$ cat config.mk
export PLATFORM = sky130hd
export DESIGN_NAME = wishbone_bus_if
export DESIGN_NICKNAME = d
export VERILOG_FILES = /design/src/rtl/wishbone_bus_if.sv
export SDC_FILE = /design/constraint.sdc
export NUM_CORES = 1
export LEC_CHECK = 0
export BUFFER_PORTS_ARGS = -buffer_cell sky130_fd_sc_hd__buf_2
export CAP_MARGIN = 15
export CORE_UTILIZATION = 51
export DETAILED_ROUTE_END_ITERATION = 8
export GPL_TIMING_DRIVEN = 1
export PLACE_DENSITY_LB_ADDON = 0.05
export SETUP_SLACK_MARGIN = 0.4
export SLEW_MARGIN = 10
export SYNTH_ARGS = -nofsm -noshare
export SYNTH_HDL_FRONTEND = slang
export SYNTH_SLANG_ARGS = --single-unit
$ cat constraint.sdc
create_clock -name clk -period 3.3 [get_ports clk]
set_input_delay 0.66 -clock clk [delete_from_list [all_inputs] [get_ports clk]]
set_output_delay 0.66 -clock clk [all_outputs]
set_load 0.005 [all_outputs]
$ cat src/rtl/wishbone_bus_if.sv
// ============================================================================
// wishbone_bus_if : SRAM-style CPU port to Wishbone B3 classic-cycle bridge
// Revision 1.0
// ============================================================================
`default_nettype none

module wishbone_bus_if #(
   parameter int STALL_BIT = 1,
   parameter int TIMEOUT   = 255,
   parameter int CNT_W     = 8
) (
   input  logic        clk,
   input  logic        rst,
   input  logic [5:0]  stall_i,
   input  logic        flush_i,
   input  logic        cpu_ce_i,
   input  logic [31:0] cpu_addr_i,
   input  logic [31:0] cpu_data_i,
   input  logic        cpu_we_i,
   input  logic [3:0]  cpu_sel_i,
   output logic [31:0] cpu_data_o,
   output logic        stallreq_o,
   output logic        bus_err_o,
   input  logic [31:0] wishbone_data_i,
   input  logic        wishbone_ack_i,
   output logic [31:0] wishbone_addr_o,
   output logic [31:0] wishbone_data_o,
   output logic        wishbone_we_o,
   output logic [3:0]  wishbone_sel_o,
   output logic        wishbone_stb_o,
   output logic        wishbone_cyc_o
);

   typedef enum logic [1:0] {
      IDLE           = 2'b00,
      BUSY           = 2'b01,
      WAIT_FOR_STALL = 2'b10
   } state_e;

   // Last counter value before abort; unused when the timeout is disabled.
   localparam logic [CNT_W-1:0] TO_LAST = (TIMEOUT == 0) ? '0 : CNT_W'(TIMEOUT - 1);

   state_e            state_q;
   logic [31:0]       addr_q;
   logic [31:0]       wdata_q;
   logic              we_q;
   logic [3:0]        sel_q;
   logic              stb_q;
   logic              cyc_q;
   logic [31:0]       rd_buf_q;
   logic [CNT_W-1:0]  cnt_q;
   logic [CNT_W-1:0]  cnt_d;
   logic              err_q;

   logic              stall_bit;
   logic              timeout_hit;
   logic              unused_stall;

   assign stall_bit    = stall_i[STALL_BIT];
   assign unused_stall = ^stall_i;
   assign cnt_d        = (cnt_q == '1) ? cnt_q : cnt_q + 1'b1;
   assign timeout_hit  = (TIMEOUT != 0) && (state_q == BUSY) && !flush_i
                         && !wishbone_ack_i && (cnt_q == TO_LAST);

   always_ff @(posedge clk) begin
      if (rst) begin
         state_q  <= IDLE;
         addr_q   <= '0;
         wdata_q  <= '0;
         we_q     <= 1'b0;
         sel_q    <= '0;
         stb_q    <= 1'b0;
         cyc_q    <= 1'b0;
         rd_buf_q <= '0;
         cnt_q    <= '0;
         err_q    <= 1'b0;
      end else begin
         err_q <= 1'b0;
         case (state_q)
            IDLE: begin
               if (cpu_ce_i && !flush_i) begin
                  addr_q  <= cpu_addr_i;
                  wdata_q <= cpu_data_i;
                  we_q    <= cpu_we_i;
                  sel_q   <= cpu_sel_i;
                  stb_q   <= 1'b1;
                  cyc_q   <= 1'b1;
                  cnt_q   <= '0;
                  state_q <= BUSY;
               end
            end
            BUSY: begin
               // Flush wins over a same-cycle ack; the returned data is dropped.
               if (flush_i) begin
                  addr_q   <= '0;
                  wdata_q  <= '0;
                  we_q     <= 1'b0;
                  sel_q    <= '0;
                  stb_q    <= 1'b0;
                  cyc_q    <= 1'b0;
                  rd_buf_q <= '0;
                  state_q  <= IDLE;
               end else if (wishbone_ack_i) begin
                  addr_q  <= '0;
                  wdata_q <= '0;
                  we_q    <= 1'b0;
                  sel_q   <= '0;
                  stb_q   <= 1'b0;
                  cyc_q   <= 1'b0;
                  if (!we_q) begin
                     rd_buf_q <= wishbone_data_i;
                  end
                  state_q <= stall_bit ? WAIT_FOR_STALL : IDLE;
               end else if (timeout_hit) begin
                  addr_q   <= '0;
                  wdata_q  <= '0;
                  we_q     <= 1'b0;
                  sel_q    <= '0;
                  stb_q    <= 1'b0;
                  cyc_q    <= 1'b0;
                  rd_buf_q <= '0;
                  err_q    <= 1'b1;
                  state_q  <= stall_bit ? WAIT_FOR_STALL : IDLE;
               end else begin
                  cnt_q <= cnt_d;
               end
            end
            WAIT_FOR_STALL: begin
               if (flush_i) begin
                  rd_buf_q <= '0;
                  state_q  <= IDLE;
               end else if (!stall_bit) begin
                  state_q <= IDLE;
               end
            end
            default: state_q <= IDLE;
         endcase
      end
   end

   always_comb begin
      stallreq_o = 1'b0;
      cpu_data_o = '0;
      if (!rst) begin
         case (state_q)
            IDLE: stallreq_o = cpu_ce_i & ~flush_i;
            BUSY: begin
               if (wishbone_ack_i && !flush_i) begin
                  if (!we_q) begin
                     cpu_data_o = wishbone_data_i;
                  end
               end else begin
                  stallreq_o = !timeout_hit;
               end
            end
            WAIT_FOR_STALL: cpu_data_o = rd_buf_q;
            default: ;
         endcase
      end
   end

   assign wishbone_addr_o = addr_q;
   assign wishbone_data_o = wdata_q;
   assign wishbone_we_o   = we_q;
   assign wishbone_sel_o  = sel_q;
   assign wishbone_stb_o  = stb_q;
   assign wishbone_cyc_o  = cyc_q;
   assign bus_err_o       = err_q;

endmodule

`default_nettype wire

# --- Word level (Yosys, flattened, before mapping) ---
# Index checks and enable logic that the tools add are counted.
totals:
  out_inout_bits: 105
  in_bits: 112
  wordCells: 88
  regBits: 113
classes:
  eq_ne: 13
  n_reduce_logical: 16
  addsub: 1
  bitwise_logic: 3
  mux: 46
ops:
  columns: ["op", "count"]
  rows:
  - ["two-way mux 32 bit", 12]
  - ["case mux 32 bit (2 select lines)", 4]
  - ["two-way mux 8 bit", 5]
  - ["== test 8 bit (second input constant)", 2]
  - ["two-way mux 4 bit", 4]
  - ["case mux 8 bit (2 select lines)", 1]
  - ["two-way mux 2 bit", 7]
  - ["!= test 2 bit (second input constant)", 6]
  - ["adder 8 x 1 -> 8 bit (second input constant)", 1]
  - ["two-way mux 1 bit", 8]
  - ["!= test 4 bit (second input constant)", 2]
  - ["case mux 4 bit (2 select lines)", 1]
  - ["case mux 1 bit (2 select lines)", 3]
  - ["case mux 2 bit (3 select lines)", 1]
  - ["AND reduction 3 bit", 2]
  - ["AND reduction 6 bit", 1]
  - ["logical AND 1 bit", 5]
  - ["AND reduction 4 bit", 1]
  - ["nonzero test 2 bit", 2]
  - ["OR reduction 4 bit", 1]
  - ["zero test 1 bit", 3]
  - ["!= test 3 bit (second input constant)", 1]
  - ["== test 2 x 1 -> 1 bit (second input constant)", 1]
  - ["== test 2 bit (second input constant)", 1]
  - ["other kinds (3)", 4]

# --- Logic depth before layout (Yosys ltp) ---
depth:
  ltp_word: 8
  depth_mapped: 8
  depth_no_buf: 6

# --- Least setup slack after synthesis ---
# OpenSTA, ideal clock, no wires.
synth_path:
  path_kind: "input -> output"
  start: "in flush_i"
  end: "out cpu_data_o[10]"
  path_stages: 6
  path_slack_ns: 0.914
  arrival_time_ns: 1.726
  path_buffers: 3
  path_cell_list: "buf_2 -> nor4bb_1 -> clkbuf_1 -> clkbuf_1 -> a22oi_1 -> nor2_1"
synth_via:
  elab_chain_cells: 5
synth_lines:
  columns: ["item", "line_no", "source"]
  rows:
  - ["start, declared", "15", "input logic flush_i,"]
  - ["zero test 1 bit", "148", "if (wishbone_ack_i && !flush_i) begin"]
  - ["logical AND 1 bit", "148", null]
  - ["two-way mux 32 bit", "148", null]
  - ["case mux 32 bit (2 select lines)", "145", "case (state_q)"]
  - ["two-way mux 32 bit", "144", "if (!rst) begin"]
  - ["end, declared", "21", "output logic [31:0] cpu_data_o,"]
# Every way passes these cells.

# --- Final worst setup path ---
layout_path:
  start: "reg state_q[1]"
  end: "out cpu_data_o[4]"
layout_via:
  elab_chain_cells: 3
  word_cells_on_any_way: 4
  classes_between: "eq/ne: 2; mux: 2"
layout_lines:
  columns: ["item", "line_no", "source"]
  rows:
  - ["start, declared", "43", "state_e state_q;"]
  - ["start signal, assigned", "113", "state_q <= stall_bit ? WAIT_FOR_STALL : IDLE;"]
  - ["start signal, assigned", "123", "state_q <= stall_bit ? WAIT_FOR_STALL : IDLE;"]
  - ["== test 2 bit or == test 2 x 1 -> 1 bit (tied branches)", "145", null]
  - ["case mux 32 bit (2 select lines) *", "145", null]
  - ["two-way mux 32 bit *", "144", null]
# Mark *: on every way between the ends. The rest lies on a longest branch, timed or not.

==> results.cfg <==
[status]
status = completed

[synth]
synth_area_mm2 = 0.00498
synth-async-reset-ratio_pct = 0
avgSynthCellArea_um2 = 7.94
synth_seq_cells = 113
synth-edff-count = 0
yosysWarnings = 0
synth_nets = 745
ys_seq_area_share_pct = 45.4
ys.flop_type = dfxtp_1
synth_cells = 628
synth_top_area_share_pct = 45.4
yosys.cell_types.count = 43
yosysTopAreaCell = dfxtp_1
ys_top_cells_by_area = dfxtp_1 45%, nand2_1 11%, a21oi_1 7.6%

[clock_tree]
cts_buffers = 17
clock-sinks = 113
cts_tree = built
worstSkewPairLatency_ns = 0.50
cts.clk_slew.worst_paths_ns = 0.06
htreeDepth = 4
cts-root-buf = clkbuf_8
clock_path_buffers = 2
ctsHoldBuffers = 0

[die]
rows = 35
initial_core_util_pct = 53.2
core_area_mm2 = 0.00937
die_area_mm2 = 0.0102
ioPinCount = 217
die_w_um = 101
die_y_um = 101

[route]
vias_per_cell = 5.33
drt_wl_total_um = 13600
initialDrtViolationCount = 277
ant_nets = 0
routedWlPerCell_um = 14.3
firstDrtPassIters = 5
num_vias = 5089
drcViolationCount = 0

[setup_path]
cp-start-kind = flip-flop
worst-path-max-fanout = 32
end_kind = output port
worst-path-buf-inv = 3
worstPathRequired_ns = 2.64
max_stage_delay_ns = 0.32
crit_chain = inv_1, ha_4, nor4bb_4, buf_8, a22oi_1, nor2_1, buf_2
crit_slowest_cell = dfxtp_1
setup.worst_path.class = reg -> out
crit_arrival_ns = 2.07
crit_family = buffers and inverters

[cells_and_area]
fin_util_pct = 72.6
fillers = 782
fin_nets = 930
drive_gt1_share_pct = 31.7
antenna_cells = 0
syn_to_final_growth_pct = 36.5

[timing]
hold_viol_final = 0
slew_headroom_pct = 38.5
max_freq_mhz = 366
post-route-period-util_pct = 82.9
finalSetupTns_ns = 0
worst_slew_pin_slew_ns = 0.914
period_needed_ns = 2.73
skew_ns = 0.00892
setup_violations = 0
rsz0062_at_grt = no
slew_viol_final = 0

[grt]
overflow = 0
grt_pass1_vias = 4737
track_usage_pct = 26.9
antenna_found_initial = 0
grt_start_max_net_pins = 79
grt_pass1_wl_um = 21800

[min_path]
hold_class = in -> reg

[run]
drv_cap = 0

[power]
peakVddDrop_mv = 0.371
powerDensity_mw_per_mm2 = 629
p_leak_nw = 2.90
finalPower_mw = 4.28

[placed_design]
dp_hpwl_um = 8790
port_buffers = 211
place_congestion = 0.868
## repair_timing
action / in CTS / in global routing
setup buffers: 0 / 0
gates resized for setup: 3 / 3
setup endpoints to repair: 33 / 28
cloned: 0 / 0
## per-layer routing
metal / share of wire [%] / track usage (%) / vias up / routed length [µm]
met5: 0 / 0 / - / 0
met4: 1.3 / 8.81 / 0 / 182
met3: 8.1 / 9.08 / 17 / 1100
met2: 50 / 45.8 / 184 / 6750
met1: 41 / 31.8 / 2347 / 5590
li1: - / - / 2541 / -
## metrics by stage
stage / hold slack (ns) / worst slack, ns / instance area (µm²) / instances
2_1_floorplan: 0.435 / 0.914 / 4980 / 628
3_3_place_gp: 0.443 / 0.672 / 6120 / 923
3_5_place_dp: 0.450 / 0.688 / 6120 / 923
4_1_cts: 0.372 / 0.418 / 6790 / 955
5_1_grt: 0.374 / 0.429 / 6800 / 955
6_report: 0.391 / 0.565 / 6800 / 955
## registers in the layout, indices dropped and copies added (netlist names)
register	flops
rd_buf_q	32
wishbone_addr_o	32
wishbone_data_o	32
cnt_q	8
wishbone_sel_o	4
state_q	2
bus_err_o	1
wishbone_cyc_o	1
wishbone_we_o	1
## cells in the final DEF (no fill, tap or decap), drive strengths merged
cell      netlist  routed
or3b            1       1
o21ai          74      74
a21oi          76      76
o22ai           1       1
o211ai          4       4
o31ai           4       4
and4            1       1
or4b            1       1
nand2         142     142
nor3            5       5
buf             9     222
and3            2       2
a41oi           1       1
nor3b           1       1
a221o           2       2
a31oi           3       3
and3b           1       1
ha              5       5
inv             7       7
clkinvlp        0       1
bufinv          0       5
nand4           1       1
o211a           2       2
nor2b           3       3
a22oi          32      32
nand3b          1       1
or4             1       1
a211oi          1       1
nor4b           2       2
nand3           6       6
or3             1       1
dfxtp         113     113
clkinv          0       3
mux2i          33      33
clkbuf         47      23
nor2           41      41
a31o            1       1
nor4bb          2       2
a21o            1       1
## cells in the mapped netlist, types with 5 or more instances
| cell | number |
|---|---|
| clkbuf_1 | 42 |
| mux2i_1 | 33 |
| a22oi_1 | 32 |
| o21ai_0 | 57 |
| clkbuf_2 | 5 |
| nand3_1 | 6 |
| a21oi_1 | 76 |
| o21ai_1 | 17 |
| nor2_1 | 40 |
| dfxtp_1 | 113 |
| nand2_1 | 142 |
| buf_2 | 5 |
| nor3_1 | 5 |
| inv_1 | 7 |
| ha_1 | 5 |
## tightest hold or removal path: cells and delay by family
family	cells	cell delay [ns]
AND/OR/NAND/NOR	1	0.04
buffers and inverters	1	0.09
AO/OA/AOI/OAI	1	0.05
## kinds of logic (layout without fill, tap and decap cells)
group,Yosys count,in the layout,share of synthesized area [%]
adders and majority gates,5,5,1.26
muxes,33,33,6.63
buffers and inverters,63,261,5.52
and+or+nand+nor,212,212,17.9
DFF,113,113,45.4
AOI/OAI and AO/OA,202,202,23.3
## where the power goes
part | internal [mW] | switching [mW] | leakage, nW
combinational | 0.319 | 0.454 | 1.66
sequential | 1.47 | 0.0501 | 0.917
clock | 1.38 | 0.609 | 0.318
## layout make-up
cell class                 instances  area (µm²)  area share [%]
multi-input combinational        452        2520            37.0
sequential                       113        2260            33.3
timing repair buffer             222        1180            17.4
clock buffer                      23         477            7.01
clock inverter                     9         176            2.59
tap                              129         161            2.37
inverter                           7        26.3           0.386
## path summary, 6_finish.rpt
check             depth (start not counted)                 startpoint                              end  slack, ns
setup / recovery                          7    state_q[1]$_SDFFE_PP0P_                    cpu_data_o[4]       0.57
hold / removal                            3              cpu_addr_i[2]  wishbone_addr_o[2]$_SDFFE_PP0P_       0.39
setup reg to reg                          8    state_q[1]$_SDFFE_PP0P_        rd_buf_q[25]$_SDFFE_PP0P_       1.06
hold reg to reg                           2  rd_buf_q[27]$_SDFFE_PP0P_        rd_buf_q[27]$_SDFFE_PP0P_       0.46
(Power assumes the default switching activity.)
